**src/rtl/pc_fetch_if.sv**
```systemverilog
// Instruction-memory fetch channel: req/addr held until a single-cycle ack returns rdata.
interface pc_fetch_if #(
  parameter int unsigned ADDR_W = 32,
  parameter int unsigned DATA_W = 32
);
  logic              imem_req;
  logic [ADDR_W-1:0] imem_addr;
  logic              imem_ack;
  logic [DATA_W-1:0] imem_rdata;
  logic              ce;

  modport master (output imem_req, imem_addr, ce, input imem_ack, imem_rdata);
  modport slave  (input imem_req, imem_addr, ce, output imem_ack, imem_rdata);
endinterface

```
**src/rtl/pc_fetch_unit.sv**
```systemverilog
// Fetch PC generator with req/ack memory handshake, branch/flush redirect, IF stall and a
// one-entry skid buffer that catches a returning instruction while IF/ID is stalled.
module pc_fetch_unit #(
  parameter int unsigned       ADDR_W       = 32,
  parameter int unsigned       DATA_W       = 32,
  parameter logic [ADDR_W-1:0] RESET_VECTOR = '0,
  parameter int unsigned       PC_STEP      = 4
) (
  input  logic              clk,
  input  logic              rst,
  input  logic              stall_if,
  input  logic              branch_flag,
  input  logic [ADDR_W-1:0] branch_target,
  input  logic              flush,
  input  logic [ADDR_W-1:0] flush_pc,
  pc_fetch_if.master        imem,
  output logic              if_valid,
  output logic [ADDR_W-1:0] if_pc,
  output logic [DATA_W-1:0] if_inst
);

  typedef enum logic [1:0] {S_BOOT, S_FETCH, S_DRAIN, S_SKID} state_t;

  state_t            state_q;
  logic [ADDR_W-1:0] pc_q;
  logic              req_q;
  logic [ADDR_W-1:0] addr_q;
  logic              ce_q;
  logic              vld_q;
  logic [ADDR_W-1:0] if_pc_q;
  logic [DATA_W-1:0] inst_q;
  logic [ADDR_W-1:0] skid_pc_q;
  logic [DATA_W-1:0] skid_inst_q;

  logic              redirect_d;
  logic [ADDR_W-1:0] target_d;
  logic [ADDR_W-1:0] pc_next_d;
  logic              vld_hold_d;
  logic              take_d;

  always_comb begin
    redirect_d = flush | branch_flag;
    target_d   = flush ? flush_pc : branch_target;
    pc_next_d  = pc_q + ADDR_W'(PC_STEP);
    // The delivered instruction survives only while IF/ID stalls and no flush kills it.
    vld_hold_d = vld_q & stall_if & ~flush;
    take_d     = ~vld_q | ~stall_if;
  end

  always_ff @(posedge clk or negedge rst) begin
    if (!rst) begin
      state_q     <= S_BOOT;
      pc_q        <= RESET_VECTOR;
      req_q       <= 1'b0;
      addr_q      <= '0;
      ce_q        <= 1'b0;
      vld_q       <= 1'b0;
      if_pc_q     <= '0;
      inst_q      <= '0;
      skid_pc_q   <= '0;
      skid_inst_q <= '0;
    end else begin
      ce_q  <= 1'b1;
      vld_q <= vld_hold_d;
      unique case (state_q)
        S_BOOT: begin
          state_q <= S_FETCH;
          req_q   <= 1'b1;
          addr_q  <= redirect_d ? target_d : pc_q;
          pc_q    <= redirect_d ? target_d : pc_q;
        end
        S_FETCH: begin
          if (redirect_d) begin
            pc_q <= target_d;
            // An ack this cycle closes the old request, so the new one can go out at once.
            if (imem.imem_ack) addr_q  <= target_d;
            else               state_q <= S_DRAIN;
          end else if (imem.imem_ack) begin
            pc_q <= pc_next_d;
            if (take_d) begin
              vld_q   <= 1'b1;
              if_pc_q <= addr_q;
              inst_q  <= imem.imem_rdata;
              addr_q  <= pc_next_d;
            end else begin
              skid_pc_q   <= addr_q;
              skid_inst_q <= imem.imem_rdata;
              req_q       <= 1'b0;
              state_q     <= S_SKID;
            end
          end
        end
        S_DRAIN: begin
          if (redirect_d) pc_q <= target_d;
          if (imem.imem_ack) begin
            addr_q  <= redirect_d ? target_d : pc_q;
            state_q <= S_FETCH;
          end
        end
        S_SKID: begin
          if (redirect_d) begin
            pc_q    <= target_d;
            req_q   <= 1'b1;
            addr_q  <= target_d;
            state_q <= S_FETCH;
          end else if (!stall_if) begin
            vld_q   <= 1'b1;
            if_pc_q <= skid_pc_q;
            inst_q  <= skid_inst_q;
            req_q   <= 1'b1;
            addr_q  <= pc_q;
            state_q <= S_FETCH;
          end
        end
        default: state_q <= S_BOOT;
      endcase
    end
  end

  assign imem.imem_req  = req_q;
  assign imem.imem_addr = addr_q;
  assign imem.ce        = ce_q;
  assign if_valid       = vld_q;
  assign if_pc          = if_pc_q;
  assign if_inst        = inst_q;

endmodule
```
**src/flat_wrapper.sv**
```systemverilog
// flat-port wrapper written by rule: the top's interface ports become plain ports
module pc_fetch_unit_flat 
#(
  parameter int unsigned       ADDR_W       = 32,
  parameter int unsigned       DATA_W       = 32,
  parameter logic [ADDR_W-1:0] RESET_VECTOR = '0,
  parameter int unsigned       PC_STEP      = 4
)
  (clk, rst, stall_if, branch_flag, branch_target, flush, flush_pc, if_valid, if_pc, if_inst, imem_imem_req, imem_imem_addr, imem_ce, imem_imem_ack, imem_imem_rdata);
  pc_fetch_if #(.ADDR_W(ADDR_W), .DATA_W(DATA_W)) imem_i ();
  input  logic clk;
  input  logic rst;
  input  logic stall_if;
  input  logic branch_flag;
  input  logic [ADDR_W-1:0] branch_target;
  input  logic flush;
  input  logic [ADDR_W-1:0] flush_pc;
  output logic if_valid;
  output logic [ADDR_W-1:0] if_pc;
  output logic [DATA_W-1:0] if_inst;
  output wire logic [$bits(imem_i.imem_req)-1:0] imem_imem_req;
  output wire logic [$bits(imem_i.imem_addr)-1:0] imem_imem_addr;
  output wire logic [$bits(imem_i.ce)-1:0] imem_ce;
  input wire logic [$bits(imem_i.imem_ack)-1:0] imem_imem_ack;
  input wire logic [$bits(imem_i.imem_rdata)-1:0] imem_imem_rdata;
  assign imem_imem_req = imem_i.imem_req;
  assign imem_imem_addr = imem_i.imem_addr;
  assign imem_ce = imem_i.ce;
  assign imem_i.imem_ack = imem_imem_ack;
  assign imem_i.imem_rdata = imem_imem_rdata;
  pc_fetch_unit #(.ADDR_W(ADDR_W), .DATA_W(DATA_W), .RESET_VECTOR(RESET_VECTOR), .PC_STEP(PC_STEP)) u_core (.clk(clk), .rst(rst), .stall_if(stall_if), .branch_flag(branch_flag), .branch_target(branch_target), .flush(flush), .flush_pc(flush_pc), .imem(imem_i), .if_valid(if_valid), .if_pc(if_pc), .if_inst(if_inst));
endmodule
```
**config.mk**
```make
export PLATFORM = sky130hd
export DESIGN_NAME = pc_fetch_unit_flat
export DESIGN_NICKNAME = d
export VERILOG_FILES = /design/src/rtl/pc_fetch_if.sv /design/src/rtl/pc_fetch_unit.sv /design/src/flat_wrapper.sv
export SDC_FILE = /design/constraint.sdc
export NUM_CORES = 1
export LEC_CHECK = 0
export BUFFER_PORTS_ARGS = -buffer_cell sky130_fd_sc_hd__buf_2
export CORE_UTILIZATION = 25
export DETAILED_ROUTE_END_ITERATION = 8
export PLACE_DENSITY = 0.46
export SETUP_SLACK_MARGIN = 0.3
export SLEW_MARGIN = 20
export SYNTH_ARGS = -nofsm -noshare
export SYNTH_HDL_FRONTEND = slang
export SYNTH_SLANG_ARGS = --single-unit
```
**constraint.sdc**
```tcl
create_clock -name clk -period 2.7 [get_ports clk]
set_clock_uncertainty 0.15 [all_clocks]
set_input_delay 0 -clock clk [delete_from_list [all_inputs] [get_ports clk]]
set_output_delay 0 -clock clk [all_outputs]
set_load 0.03 [all_outputs]
```
Word-level counts from Yosys, hierarchy flattened
Index checks and enable logic that the tools add are counted.
Word-level totals
  bits in latches: 0
  bits in read-only memories: 0
  bits in writable memories: 0
  memories kept: 0
  register bits after elaboration: 197
  output and inout port bits: 99
  word-level logic and storage cells: 89
  bits of input ports: 102
Operators by class
  multiply operators: 0
  multiplexer cells: 45
  eq/ne operators: 15
  reductions and logical operators: 9
  bitwise gates (word level): 9
  div/mod/pow operators: 0
  shifts and indexed selects: 0
  $lt $le $gt $ge: 0
  $add $sub $neg: 1
Operators with widths (count)
  2-to-1 mux 32 bit: 21
  one-hot mux 32 bit (2 select lines): 3
  one-hot mux 32 bit (4 select lines): 1
  adder 32 x 3 -> 32 bit (second input constant): 1
  2-to-1 mux 2 bit: 7
  != test 2 bit (second input constant): 6
  2-to-1 mux 1 bit: 10
  AND reduction 5 bit: 2
  != test 3 x 2 -> 1 bit (second input constant): 3
  one-hot mux 2 bit (4 select lines): 1
  AND reduction 4 bit: 2
  AND reduction 6 bit: 1
  inverter 1 bit: 5
  equality test 2 bit (second input constant): 2
  != test 3 x 1 -> 1 bit (second input constant): 1
  != test 3 bit (second input constant): 1
  one-hot mux 1 bit (3 select lines): 1
  nonzero test 3 bit: 1
  OR reduction 3 bit: 1
  bitwise AND 1 bit: 2
  equality test 2 x 1 -> 1 bit (second input constant): 1
  logical NOT 2 bit: 1
  != test 2 x 1 -> 1 bit (second input constant): 1
  bitwise OR 1 bit: 2
  2 further kinds: 2

Logic depth before layout (Yosys ltp)
  word-level depth: 6
  mapped depth: 8
  gate-level depth less buffers: 6

Least setup slack after synthesis
No wires, ideal clock.
  kind: reg-to-reg
  start point: reg u_core.pc_q[13]
  end point: reg u_core.pc_q[20]
  clock period less this slack: 2.217 ns
  setup time: 0.125 ns
  data arrival time: 1.942 ns
  cell stages (with the launch flop): 8
  buffers on the path: 2
  slack: 0.483 ns
  cell sequence: dfrtp_1 > buf_2 > and4_1 > clkbuf_1 > nand4_2 > or4_1 > o311a_1 > mux2_2
On the way
  word-level cells in the longest chain between the ends: 4
RTL lines
  start: declaration: line pc_fetch_unit.sv:25  | logic [ADDR_W-1:0] pc_q;
  start signal: assignment: line pc_fetch_unit.sv:70  | pc_q <= redirect_d ? target_d : pc_q;
  start signal: assignment: line pc_fetch_unit.sv:74  | pc_q <= target_d;
  start signal: assignment: line pc_fetch_unit.sv:79  | pc_q <= pc_next_d;
  adder 32 x 3 -> 32 bit: line pc_fetch_unit.sv:44  | pc_next_d = pc_q + ADDR_W'(PC_STEP);
  2-to-1 mux 32 bit: line pc_fetch_unit.sv:78  | end else if (imem.imem_ack) begin
  2-to-1 mux 32 bit: line pc_fetch_unit.sv:73  | if (redirect_d) begin
  one-hot mux 32 bit (2 select lines): line pc_fetch_unit.sv:65  | unique case (state_q)
No other way between the ends. The select of a mux whose other input is x is not followed.
A chain may end at the register's enable or synchronous reset.

Final worst setup path
  start point: reg u_core.pc_q[11]
  end point: reg u_core.addr_q[23], in the netlist u_core.imem.imem_addr[23]
On the way
  word-level cells in the longest chain between the ends: 5
RTL lines
  adder 32 x 3 -> 32 bit: line pc_fetch_unit.sv:44
  2-to-1 mux 32 bit: line pc_fetch_unit.sv:80  | if (take_d) begin
  2-to-1 mux 32 bit: line pc_fetch_unit.sv:78
  2-to-1 mux 32 bit: line pc_fetch_unit.sv:73
  one-hot mux 32 bit (4 select lines): line pc_fetch_unit.sv:65
  end signal: assignment: line pc_fetch_unit.sv:69  | addr_q <= redirect_d ? target_d : pc_q;
  end signal: assignment: line pc_fetch_unit.sv:76  | if (imem.imem_ack) addr_q <= target_d;
  end signal: assignment: line pc_fetch_unit.sv:84  | addr_q <= pc_next_d;
  end: declaration: line pc_fetch_unit.sv:27  | logic [ADDR_W-1:0] addr_q;
No other way between the ends. The select of a mux whose other input is x is not followed.

==> flow_summary.ini <==
[outcome]
status = finished clean

[routing]
firstDrtPassIters = 5
initialDrtViolationCount = 362
remaining_drc_errors = 0
finalWirelength_microns = 28900
drt.antenna.violating_nets = 0
vias = 7806
post_drt_wl_per_cell_microns = 16.9
vias_per_cell = 4.56

[sta]
rsz0062_at_grt = true
period_needed_ns = 2.31
worst_slew_pin_slew_ns = 0.726
setup_violations = 0
max_freq_mhz = 433
fin_tns_setup_ns = 0
fin_crit_sh = 0.855
finalHoldViolCount = 0
slew_headroom = 0.511
drv_slew = 0

[pwr]
cellPowerDensity_nw_per_um2 = 813
internal_power_mw = 6.36
peakVddDrop_uv = 455
power_leakage_nw = 6.03
p_clk_frac = 0.247
power.share.switching = 0.392
p_switching_mw = 4.10
p_comb_frac = 0.347
finalPower_mw = 10.5
power_frac_seq = 0.405

[global_routing]
use_met3 = 0.0300
overflow = 0
grt_usage = 0.151
grt_pass1_wl_microns = 44600
busiest_layer = met2
antenna_found_initial = 1
grt_pass1_vias = 7583
grt.met1_usage = 0.207
grt_use_met2 = 0.241
grt_max_degree = 69

[critical_path]
critPathMaxFanout = 10
reg2reg_from = u_core.pc_q[11]$_DFFE_PN0N_
required_ns = 2.92
r2r_cells = 5
cp_num_buf_inv = 0
crit_family = simple AND/OR/NAND/NOR gates
slowest_delay_ns = 0.54
criticalPathCategory = reg2reg
path_cells = and2_1 -> nand3b_1 -> or4_1 -> a31o_1 -> o21ai_2
worstPathArrival_ns = 2.52
worst_setup_path_start_kind = flip-flop
r2r-end = u_core.imem.imem_addr[23]$_DFFE_PN0P_
reg2reg_slack_ns = 0.39
cp-end-kind = flip-flop
cp_slowest_cell = or4_1

[min_path]
hold-path-endpoint = u_core.imem.imem_addr[23]$_DFFE_PN0P_
holdPathStages = 6
worstHoldStart = branch_target[23]
min_path_type = in2reg

[clocking]
clock_latency_ns = 0.45
cts_buffers = 17
clock_sinks = 197
clock_path_buffers = 2
clk_pin_slew_worst_paths_ns = 0.08
clock-root-buffer = clkbuf_16
cts_tree = yes
htreeDepth = 4

[yosys]
ys_warn_count = 0
synth_ff_type = dfrtp_1
synth.ff_latch_count = 197
synthDistinctLibCells = 62
synth.most_common_cell = dfrtp_1
synth_top_area_frac = 0.518
synth_cells = 905
synth.area.top_cells = dfrtp_1 (52%), mux2_2 (10%), mux2i_1 (8.0%)
synth_area_leader_cell = dfrtp_1
ys_top_cells_by_count = dfrtp_1 (197), nor2_1 (108), mux2_2 (88)
yosysSeqAreaShare = 0.518
syn_nets = 1008
synthArstFlopShare = 1.00
syn-cell-area_sq_um = 9520
avgSynthCellArea_sq_um = 10.5
synth_edf_count = 0

[floorplanning]
initial_utilization = 0.253
die_area_sq_um = 38900
ios = 201
die_h_microns = 197
core_area_sq_um = 37600
die_w_microns = 197
fp-row-count = 71

[finish]
drive_above_1_share = 0.324
fin_util = 0.342
finalNonFillerCells = 1710
nNetsFinal = 1288
area_delta_synth_final_pct = 35.1

[place]
dp_cells = 1585
gp_congestion = 0.776
hpwl_microns = 20000
io_buffers = 200

[flow_run]
maxCapViolations = 0
[power groups by stage]
stage               sequential, mW  clock (mW)  combinational [mW]
finish                        4.24        2.59                3.63
global route                  4.37        2.80                3.95
CTS                           4.25        2.71                3.67
detailed placement            4.31           0                3.54
global placement              4.27           0                3.53
floorplan                     5.27           0                1.28
[sequential cells by signal, summed over array words and instances (netlist names)]
name and flops:
u_core.state_q 2, u_core.if_pc 32, u_core.pc_q 32, u_core.skid_pc_q 32
u_core.if_inst 32, u_core.skid_inst_q 32, u_core.imem.imem_req 1, u_core.imem.imem_addr 32
u_core.imem.ce 1, u_core.if_valid 1
[per-layer routing]
layer | wire (microns) | vias up
li1 | - | 3797
met1 | 13900 | 3822
met2 | 13500 | 169
met3 | 1030 | 18
met4 | 378 | 0
met5 | 0 | -
[cells in the final DEF, fill, tap and decap left out, drive strengths merged, types with 8 or more instances in the layout]
cell | synthesis | final
nand4 | 10 | 10
buf | 13 | 244
a21oi | 84 | 84
a31oi | 11 | 11
nor3 | 12 | 12
clkbuf | 57 | 19
mux2i | 76 | 76
inv | 7 | 12
nor4 | 8 | 8
nand3 | 15 | 15
nand2 | 67 | 67
xor2 | 8 | 8
o21ai | 40 | 40
o221ai | 8 | 8
dlygate4sd3 | 0 | 87
nor2 | 108 | 108
dfrtp | 197 | 197
mux2 | 88 | 88
[per-stage QoR]
| step | hold slack (ns) | worst slack [ns] | instance area [sq um] |
|---|---|---|---|
| after floorplan | -0.446 | 0.483 | 9520 |
| after global placement | -0.147 | 0.179 | 11300 |
| after detailed placement | -0.149 | 0.104 | 11300 |
| after CTS | 0.00580 | 0.318 | 12800 |
| after global routing | 0.0281 | 0.291 | 12900 |
| final | 0.0136 | 0.393 | 12900 |
[tightest hold or removal path, stage by stage]
cell and delay (ns):
buf_2 0.10, nor2_1 0.08, nand2_1 0.05, o21ai_0 0.15, a31o_1 0.14, o21ai_2 0.05
[worst max path at each step]
stage,startpoint,endpoint,slack [ns],cells past startpoint
2_1_floorplan,u_core.pc_q[13]$_DFFE_PN0N_,u_core.pc_q[20]$_DFFE_PN0N_,0.48,7
3_3_place_gp,u_core.pc_q[6]$_DFFE_PN0N_,u_core.pc_q[24]$_DFFE_PN0N_,0.18,6
3_5_place_dp,u_core.pc_q[6]$_DFFE_PN0N_,u_core.pc_q[24]$_DFFE_PN0N_,0.10,6
4_1_cts,u_core.pc_q[6]$_DFFE_PN0N_,u_core.imem.imem_addr[29]$_DFFE_PN0P_,0.32,5
5_1_grt,u_core.pc_q[11]$_DFFE_PN0N_,u_core.imem.imem_addr[19]$_DFFE_PN0P_,0.29,5
6_report,u_core.pc_q[11]$_DFFE_PN0N_,u_core.imem.imem_addr[23]$_DFFE_PN0P_,0.39,5
[cell type report]
type	instances	area, sq um
inverters	7	30.0
diodes	1	2.50
clock buffers	19	443
multi-input cells	631	4340
well taps	511	639
repair buffers	331	2330
flip-flops and latches	197	4930
clock inverters	13	139
fillers	3905	24700
[logic make-up (layout without fill, tap and decap cells)]
group | after synthesis | count (layout) | synth area share
simple gates | 265 | 265 | 0.133
flops | 197 | 197 | 0.518
compound gates | 186 | 186 | 0.119
mux | 164 | 164 | 0.184
buf+inv | 77 | 370 | 0.0317
xor+xnor | 14 | 14 | 0.0129
fa+ha+maj | 1 | 1 | 0.00131
other cells | 1 | 2 | 0.000394
[what timing repair did]
| action | in CTS | in global routing |
|---|---|---|
| hold buffers | 88 | 0 |
| endpoints found under the setup margin | 12 | 12 |
| buffers inserted | 0 | 4 |
| resized for setup | 3 | 9 |
| pin swaps | 1 | 1 |
| endpoints found under the hold margin | 318 | 0 |
Power figures use the tool's default switching activity.
